### config.mk
export PLATFORM = sky130hd
export DESIGN_NAME = otter_mem_arbiter_flat
export DESIGN_NICKNAME = d
export VERILOG_FILES = /design/src/rtl/otter_mem_pkg.sv /design/src/rtl/otter_mem_arbiter_if.sv /design/src/rtl/otter_arb_starve_ctr.sv /design/src/rtl/otter_mem_arbiter.sv /design/src/flat_wrapper.sv
export SDC_FILE = /design/constraint.sdc
export NUM_CORES = 1
export LEC_CHECK = 0
export ABC_AREA = 0
export BUFFER_PORTS_ARGS = -buffer_cell sky130_fd_sc_hd__buf_2
export CAP_MARGIN = 5
export CORE_AREA = 10 10 112 114
export DETAILED_ROUTE_END_ITERATION = 7
export DIE_AREA = 0 0 122 124
export PLACE_DENSITY = 0.51
export REMOVE_ABC_BUFFERS = 1
export SKIP_LAST_GASP = 1
export SYNTH_ARGS = -nofsm -noshare
export SYNTH_HDL_FRONTEND = slang
export SYNTH_HIERARCHICAL = 1
export SYNTH_SLANG_ARGS = --single-unit
export TNS_END_PERCENT = 50
### constraint.sdc
create_clock -name MEM_CLK -period 2.64 [get_ports MEM_CLK]
set_input_delay 0.132 -clock MEM_CLK [delete_from_list [all_inputs] [get_ports MEM_CLK]]
set_output_delay 0.132 -clock MEM_CLK [all_outputs]
set_load 0.02 [all_outputs]
### src/rtl/otter_mem_pkg.sv
// rtl/otter_mem_pkg.sv - shared types and constants for the OTTER data-port arbiter
package otter_mem_pkg;

  typedef enum logic {
    PRI_A = 1'b0,
    PRI_B = 1'b1
  } arb_state_e;

  typedef enum logic [1:0] {
    NONE  = 2'd0,
    OWN_A = 2'd1,
    OWN_B = 2'd2
  } owner_e;

  localparam logic [1:0]  SZ_BYTE      = 2'd0;
  localparam logic [1:0]  SZ_HALF      = 2'd1;
  localparam logic [1:0]  SZ_WORD      = 2'd2;
  localparam logic [31:0] IO_BASE_ADDR = 32'h1100_0000;

endpackage

### src/rtl/otter_mem_arbiter_if.sv
// rtl/otter_mem_arbiter_if.sv - requester A/B and memory data-port bundle
interface otter_mem_arbiter_if;

  logic        A_REQ, A_WE, A_SIGN;
  logic [31:0] A_ADDR, A_DIN;
  logic [1:0]  A_SIZE;
  logic        A_GNT, A_RVALID;
  logic [31:0] A_RDATA;

  logic        B_REQ, B_WE, B_SIGN;
  logic [31:0] B_ADDR, B_DIN;
  logic [1:0]  B_SIZE;
  logic        B_GNT, B_RVALID;
  logic [31:0] B_RDATA;

  logic [31:0] MEM_ADDR2, MEM_DIN2;
  logic        MEM_WRITE2, MEM_READ2;
  logic [1:0]  MEM_SIZE;
  logic        MEM_SIGN;
  logic [31:0] MEM_DOUT2;

  modport slave (
    input  A_REQ, A_WE, A_SIGN, A_ADDR, A_DIN, A_SIZE,
    input  B_REQ, B_WE, B_SIGN, B_ADDR, B_DIN, B_SIZE,
    input  MEM_DOUT2,
    output A_GNT, A_RVALID, A_RDATA,
    output B_GNT, B_RVALID, B_RDATA,
    output MEM_ADDR2, MEM_DIN2, MEM_WRITE2, MEM_READ2, MEM_SIZE, MEM_SIGN
  );

  modport master (
    output A_REQ, A_WE, A_SIGN, A_ADDR, A_DIN, A_SIZE,
    output B_REQ, B_WE, B_SIGN, B_ADDR, B_DIN, B_SIZE,
    output MEM_DOUT2,
    input  A_GNT, A_RVALID, A_RDATA,
    input  B_GNT, B_RVALID, B_RDATA,
    input  MEM_ADDR2, MEM_DIN2, MEM_WRITE2, MEM_READ2, MEM_SIZE, MEM_SIGN
  );

endinterface

### src/rtl/otter_arb_starve_ctr.sv
// rtl/otter_arb_starve_ctr.sv - B starvation counter and priority FSM
// (instantiated only when OTTER_ARB_STARVE_EN is defined)
module otter_arb_starve_ctr
  import otter_mem_pkg::*;
#(
  parameter int MAX_WAIT = 8,
  parameter int WAIT_W   = 4
) (
  input  logic       clk_i,
  input  logic       rst_i,
  input  logic       b_req_i,
  input  logic       b_gnt_i,
  output arb_state_e state_o
);

  localparam logic [WAIT_W-1:0] WAIT_MAX = WAIT_W'(MAX_WAIT);

  arb_state_e        state_q, state_d;
  logic [WAIT_W-1:0] wait_q, wait_d;

  always_ff @(posedge clk_i or posedge rst_i) begin
    if (rst_i) begin
      state_q <= PRI_A;
      wait_q  <= '0;
    end else begin
      state_q <= state_d;
      wait_q  <= wait_d;
    end
  end

  always_comb begin
    wait_d  = wait_q;
    state_d = state_q;

    if (!b_req_i || b_gnt_i) begin
      wait_d = '0;
    end else if (wait_q != WAIT_MAX) begin
      wait_d = wait_q + 1'b1;
    end

    // Switching on the incoming count lets B win in the very next cycle.
    unique case (state_q)
      PRI_A:   if (wait_d == WAIT_MAX) state_d = PRI_B;
      PRI_B:   if (b_gnt_i || !b_req_i) state_d = PRI_A;
      default: state_d = PRI_A;
    endcase
  end

  assign state_o = state_q;

endmodule

### src/rtl/otter_mem_arbiter.sv
// rtl/otter_mem_arbiter.sv - two-requester arbiter for the OTTER memory data port
// Define OTTER_ARB_STARVE_EN to let a starved B requester take priority.
module otter_mem_arbiter
  import otter_mem_pkg::*;
#(
  parameter int MAX_WAIT = 8,
  parameter int WAIT_W   = 4
) (
  input logic                 MEM_CLK,
  input logic                 RST,
  otter_mem_arbiter_if.slave  bus
);

  arb_state_e state;
  logic       gnt_a, gnt_b;
  owner_e     owner_q, owner_d;

`ifdef OTTER_ARB_STARVE_EN
  otter_arb_starve_ctr #(
    .MAX_WAIT (MAX_WAIT),
    .WAIT_W   (WAIT_W)
  ) u_starve (
    .clk_i   (MEM_CLK),
    .rst_i   (RST),
    .b_req_i (bus.B_REQ),
    .b_gnt_i (gnt_b),
    .state_o (state)
  );
`else
  logic [31:0] unused_cfg;
  assign unused_cfg = 32'(MAX_WAIT) ^ 32'(WAIT_W);
  assign state      = PRI_A;
`endif

  always_comb begin
    gnt_a = 1'b0;
    gnt_b = 1'b0;
    if (!RST) begin
      if (state == PRI_B) begin
        gnt_b = bus.B_REQ;
        gnt_a = bus.A_REQ & ~bus.B_REQ;
      end else begin
        gnt_a = bus.A_REQ;
        gnt_b = bus.B_REQ & ~bus.A_REQ;
      end
    end
  end

  always_comb begin
    bus.MEM_ADDR2  = '0;
    bus.MEM_DIN2   = '0;
    bus.MEM_SIZE   = '0;
    bus.MEM_SIGN   = 1'b0;
    bus.MEM_WRITE2 = 1'b0;
    bus.MEM_READ2  = 1'b0;
    owner_d        = NONE;
    if (gnt_a) begin
      bus.MEM_ADDR2  = bus.A_ADDR;
      bus.MEM_DIN2   = bus.A_DIN;
      bus.MEM_SIZE   = bus.A_SIZE;
      bus.MEM_SIGN   = bus.A_SIGN;
      bus.MEM_WRITE2 = bus.A_WE;
      bus.MEM_READ2  = ~bus.A_WE;
      owner_d        = bus.A_WE ? NONE : OWN_A;
    end else if (gnt_b) begin
      bus.MEM_ADDR2  = bus.B_ADDR;
      bus.MEM_DIN2   = bus.B_DIN;
      bus.MEM_SIZE   = bus.B_SIZE;
      bus.MEM_SIGN   = bus.B_SIGN;
      bus.MEM_WRITE2 = bus.B_WE;
      bus.MEM_READ2  = ~bus.B_WE;
      owner_d        = bus.B_WE ? NONE : OWN_B;
    end
  end

  // The memory answers one cycle after the read, so the owner is tracked for one cycle.
  always_ff @(posedge MEM_CLK or posedge RST) begin
    if (RST) begin
      owner_q <= NONE;
    end else begin
      owner_q <= owner_d;
    end
  end

  assign bus.A_GNT    = gnt_a;
  assign bus.B_GNT    = gnt_b;
  assign bus.A_RVALID = (owner_q == OWN_A);
  assign bus.B_RVALID = (owner_q == OWN_B);
  assign bus.A_RDATA  = (owner_q == OWN_A) ? bus.MEM_DOUT2 : '0;
  assign bus.B_RDATA  = (owner_q == OWN_B) ? bus.MEM_DOUT2 : '0;

endmodule

### src/flat_wrapper.sv
// flat-port wrapper written by rule: the top's interface ports become plain ports
module otter_mem_arbiter_flat import otter_mem_pkg::*;
#(
  parameter int MAX_WAIT = 8,
  parameter int WAIT_W   = 4
)
  (MEM_CLK, RST, bus_A_REQ, bus_A_WE, bus_A_SIGN, bus_A_ADDR, bus_A_DIN, bus_A_SIZE, bus_B_REQ, bus_B_WE, bus_B_SIGN, bus_B_ADDR, bus_B_DIN, bus_B_SIZE, bus_MEM_DOUT2, bus_A_GNT, bus_A_RVALID, bus_A_RDATA, bus_B_GNT, bus_B_RVALID, bus_B_RDATA, bus_MEM_ADDR2, bus_MEM_DIN2, bus_MEM_WRITE2, bus_MEM_READ2, bus_MEM_SIZE, bus_MEM_SIGN);
  otter_mem_arbiter_if bus_i ();
  input logic MEM_CLK;
  input logic RST;
  input wire logic [$bits(bus_i.A_REQ)-1:0] bus_A_REQ;
  input wire logic [$bits(bus_i.A_WE)-1:0] bus_A_WE;
  input wire logic [$bits(bus_i.A_SIGN)-1:0] bus_A_SIGN;
  input wire logic [$bits(bus_i.A_ADDR)-1:0] bus_A_ADDR;
  input wire logic [$bits(bus_i.A_DIN)-1:0] bus_A_DIN;
  input wire logic [$bits(bus_i.A_SIZE)-1:0] bus_A_SIZE;
  input wire logic [$bits(bus_i.B_REQ)-1:0] bus_B_REQ;
  input wire logic [$bits(bus_i.B_WE)-1:0] bus_B_WE;
  input wire logic [$bits(bus_i.B_SIGN)-1:0] bus_B_SIGN;
  input wire logic [$bits(bus_i.B_ADDR)-1:0] bus_B_ADDR;
  input wire logic [$bits(bus_i.B_DIN)-1:0] bus_B_DIN;
  input wire logic [$bits(bus_i.B_SIZE)-1:0] bus_B_SIZE;
  input wire logic [$bits(bus_i.MEM_DOUT2)-1:0] bus_MEM_DOUT2;
  output wire logic [$bits(bus_i.A_GNT)-1:0] bus_A_GNT;
  output wire logic [$bits(bus_i.A_RVALID)-1:0] bus_A_RVALID;
  output wire logic [$bits(bus_i.A_RDATA)-1:0] bus_A_RDATA;
  output wire logic [$bits(bus_i.B_GNT)-1:0] bus_B_GNT;
  output wire logic [$bits(bus_i.B_RVALID)-1:0] bus_B_RVALID;
  output wire logic [$bits(bus_i.B_RDATA)-1:0] bus_B_RDATA;
  output wire logic [$bits(bus_i.MEM_ADDR2)-1:0] bus_MEM_ADDR2;
  output wire logic [$bits(bus_i.MEM_DIN2)-1:0] bus_MEM_DIN2;
  output wire logic [$bits(bus_i.MEM_WRITE2)-1:0] bus_MEM_WRITE2;
  output wire logic [$bits(bus_i.MEM_READ2)-1:0] bus_MEM_READ2;
  output wire logic [$bits(bus_i.MEM_SIZE)-1:0] bus_MEM_SIZE;
  output wire logic [$bits(bus_i.MEM_SIGN)-1:0] bus_MEM_SIGN;
  assign bus_i.A_REQ = bus_A_REQ;
  assign bus_i.A_WE = bus_A_WE;
  assign bus_i.A_SIGN = bus_A_SIGN;
  assign bus_i.A_ADDR = bus_A_ADDR;
  assign bus_i.A_DIN = bus_A_DIN;
  assign bus_i.A_SIZE = bus_A_SIZE;
  assign bus_i.B_REQ = bus_B_REQ;
  assign bus_i.B_WE = bus_B_WE;
  assign bus_i.B_SIGN = bus_B_SIGN;
  assign bus_i.B_ADDR = bus_B_ADDR;
  assign bus_i.B_DIN = bus_B_DIN;
  assign bus_i.B_SIZE = bus_B_SIZE;
  assign bus_i.MEM_DOUT2 = bus_MEM_DOUT2;
  assign bus_A_GNT = bus_i.A_GNT;
  assign bus_A_RVALID = bus_i.A_RVALID;
  assign bus_A_RDATA = bus_i.A_RDATA;
  assign bus_B_GNT = bus_i.B_GNT;
  assign bus_B_RVALID = bus_i.B_RVALID;
  assign bus_B_RDATA = bus_i.B_RDATA;
  assign bus_MEM_ADDR2 = bus_i.MEM_ADDR2;
  assign bus_MEM_DIN2 = bus_i.MEM_DIN2;
  assign bus_MEM_WRITE2 = bus_i.MEM_WRITE2;
  assign bus_MEM_READ2 = bus_i.MEM_READ2;
  assign bus_MEM_SIZE = bus_i.MEM_SIZE;
  assign bus_MEM_SIGN = bus_i.MEM_SIGN;
  otter_mem_arbiter #(.MAX_WAIT(MAX_WAIT), .WAIT_W(WAIT_W)) u_core (.MEM_CLK(MEM_CLK), .RST(RST), .bus(bus_i));
endmodule
==> flow_metrics.py <==
metrics = {
    "sta": {
        "hold_viol_final": 0,
        "setup-tns-final_ns": 0,
        "whs_ns": 0.1178,
        "slew-limit-headroom_pct": 52.78,
        "rsz0062_at_grt": "false",
        "period_needed_ns": 2.343,
        "report.final.slew_viol_count": 0,
        "finalSetupViolCount": 0,
        "max_freq_mhz": 426.8,
        "period_share_pct": 88.76,
        "setup_slack_ns": 0.2967,
        "tightest_slew_ns": 0.7084,
    },
    "yosys": {
        "synthDistinctLibCells": 15,
        "synth.yosys.warnings": 6,
        "seq_area_frac_synth_pct": 3.766,
        "syn_area_um2": 1329,
        "synth_seq_cells": 2,
        "syn_area_per_cell_um2": 7.637,
        "syn_inst": 174,
    },
    "grt": {
        "grt_pass1_vias": 2712,
        "grt_use_total_pct": 12.76,
        "grt_pass1_wl_mm": 15.76,
        "grt_start_max_net_pins": 70,
        "gr-total-overflow": 0,
        "antenna_found_initial": 5,
    },
    "power_and_ir_drop": {
        "peakVddDrop_uv": 164.8,
        "pwr_density_cell_nw_per_um2": 211.3,
        "switching_power_mw": 0.2995,
        "netSwitchingFraction_pct": 46.90,
        "seqPwrFrac_pct": 5.1,
        "power.internal_mw": 0.3390,
        "power_leakage_nw": 1.847,
        "p_total_mw": 0.6385,
        "combPwrFrac_pct": 76.5,
        "clkPwrFrac_pct": 18.5,
    },
    "final_layout": {
        "fin_area_um2": 3022,
        "layoutNonFillerInstCount": 603,
        "largest_reg_flops": 2,
        "reg_top3": "u_core/owner_q: 2 flops",
        "fill_cells": 1147,
        "max_flop_register": "u_core/owner_q",
        "synthToLayoutAreaGrowth_pct": 127.4,
        "fin_nets": 639,
        "layout-drive-gt1-share_pct": 69.03,
        "finalCoreUtilization_pct": 29.53,
    },
    "routing": {
        "final_antenna_net_count": 0,
        "first_iter_violations": 119,
        "wl_per_cell_um": 19.27,
        "viasPerCell": 4.521,
        "first_pass_iters": 5,
        "route.detailed.drc": 0,
        "drt-total-wl_mm": 11.62,
        "vias": 2726,
    },
    "die": {
        "dieHeight_um": 124,
        "die_x_um": 122,
        "coreArea_um2": 10230,
        "start_util_pct": 12.99,
        "dieArea_um2": 15130,
        "io-pin-count": 309,
        "rows": 37,
    },
    "clock_network": {
        "cts.sinks": 2,
        "h-tree-depth": 1,
        "clockBufferDepth": 2,
        "clkTransAtPathRegs_ns": 0.03,
        "cts_tree": "built",
        "root_buffer": "clkbuf_8",
        "cts-resized-gates": 0,
        "numCtsBuffers": 3,
    },
    "setup_path": {
        "cp-end-kind": "primary output",
        "required_ns": 2.51,
        "crit_type": "input port to primary output",
        "cp_max_fo": 33,
        "start_kind": "input port",
        "arrival_ns": 2.21,
    },
    "worst_hold_path": {
        "hold_class": "input port to register",
    },
    "place": {
        "place_inst": 597,
        "place_ws_ns": 0.8705,
        "gp_congestion": 0.8507,
        "postPlaceCellArea_um2": 2965,
        "post-dp-hpwl_mm": 10.22,
        "io_buffers": 308,
    },
    "flow_run": {
        "drv_cap": 0,
    },
    "status": {
        "outcome": "complete, no violations",
    },
}
## cells by family after synthesis
family | synth area share [%]
AND/OR/NAND/NOR | 33.99
AO/OA/AOI/OAI | 51.70
buffers and inverters | 10.55
flip-flops | 3.767
## layout make-up
type                    instances  area [um2]  share of cell area [%]
inverters                       2       7.507                  0.2484
well taps                     136       170.2                   5.631
repair buffers                316        1604                   53.08
clock buffers                   3       41.29                   1.366
diodes                          2       5.005                  0.1656
flip-flops and latches          2       50.05                   1.656
multi-input cells             142        1144                   37.85
## power groups by stage
stage	registers (mW)	clock network, mW	logic (mW)
global placement	0.0325	0	0.485
finish	0.0323	0.118	0.488
CTS	0.0323	0.121	0.494
detailed placement	0.0326	0	0.490
global route	0.0324	0.128	0.524
floorplan	0.0325	0	0.222
## synth_stat cells, drive strengths merged
master / n / share of area, %
a32o: 68 / 51
o22ai: 1 / 0.47
and2: 65 / 31
nor2b: 2 / 0.94
buf: 10 / 4.9
dfrtp: 2 / 3.8
nor2: 3 / 1.0
clkbuf: 18 / 5.1
or2: 1 / 0.47
inv: 2 / 0.56
nand2b: 2 / 0.94
## worst paths after layout
check	cells past startpoint	start	slack, ns	endpoint
setup / recovery	7	RST	0.30	bus_MEM_DIN2[26]
hold / removal	2	bus_A_WE	0.12	u_core/owner_q[0]$_DFF_PP0_
max in group asynchronous	3	RST	2.15	u_core/owner_q[1]$_DFF_PP0_
min in group asynchronous	3	RST	0.38	u_core/owner_q[0]$_DFF_PP0_
## critical path, stage by stage
cell and delay (ns):
dlygate4sd3_1 0.54, buf_2 0.15, nand2b_1 0.18, inv_2 0.43, buf_4 0.38, a32o_1 0.18, buf_2 0.17
## layer usage
layer,vias up,part of all wire (%),track usage [%]
li1,1286,-,-
met1,1216,31,12.77
met2,214,50,23.05
met3,6,18,7.783
met4,4,0.25,1.043
met5,-,0.29,0
## placed cells by master, fill, tap and decap left out
cell type      netlist  layout
a32o_1              68      68
and2_1              65      65
buf_2                7     308
buf_4                1       7
clkbuf_8             0       3
dfrtp_1              2       2
diode_2              0       2
dlygate4sd3_1        0       1
inv_1                1       1
inv_2                1       1
nand2b_1             2       2
nor2_1               2       2
nor2_4               0       1
nor2b_1              2       2
o22ai_1              1       1
or2_2                1       1
## what timing repair did
| item | in CTS | in global routing |
|---|---|---|
| hold buffers | 1 | 0 |
| endpoints found under the hold margin | 2 | 0 |
| setup endpoints to repair | 0 | 0 |
| buffers inserted | 0 | 0 |
No activity file was read; power rests on OpenSTA's default activity.
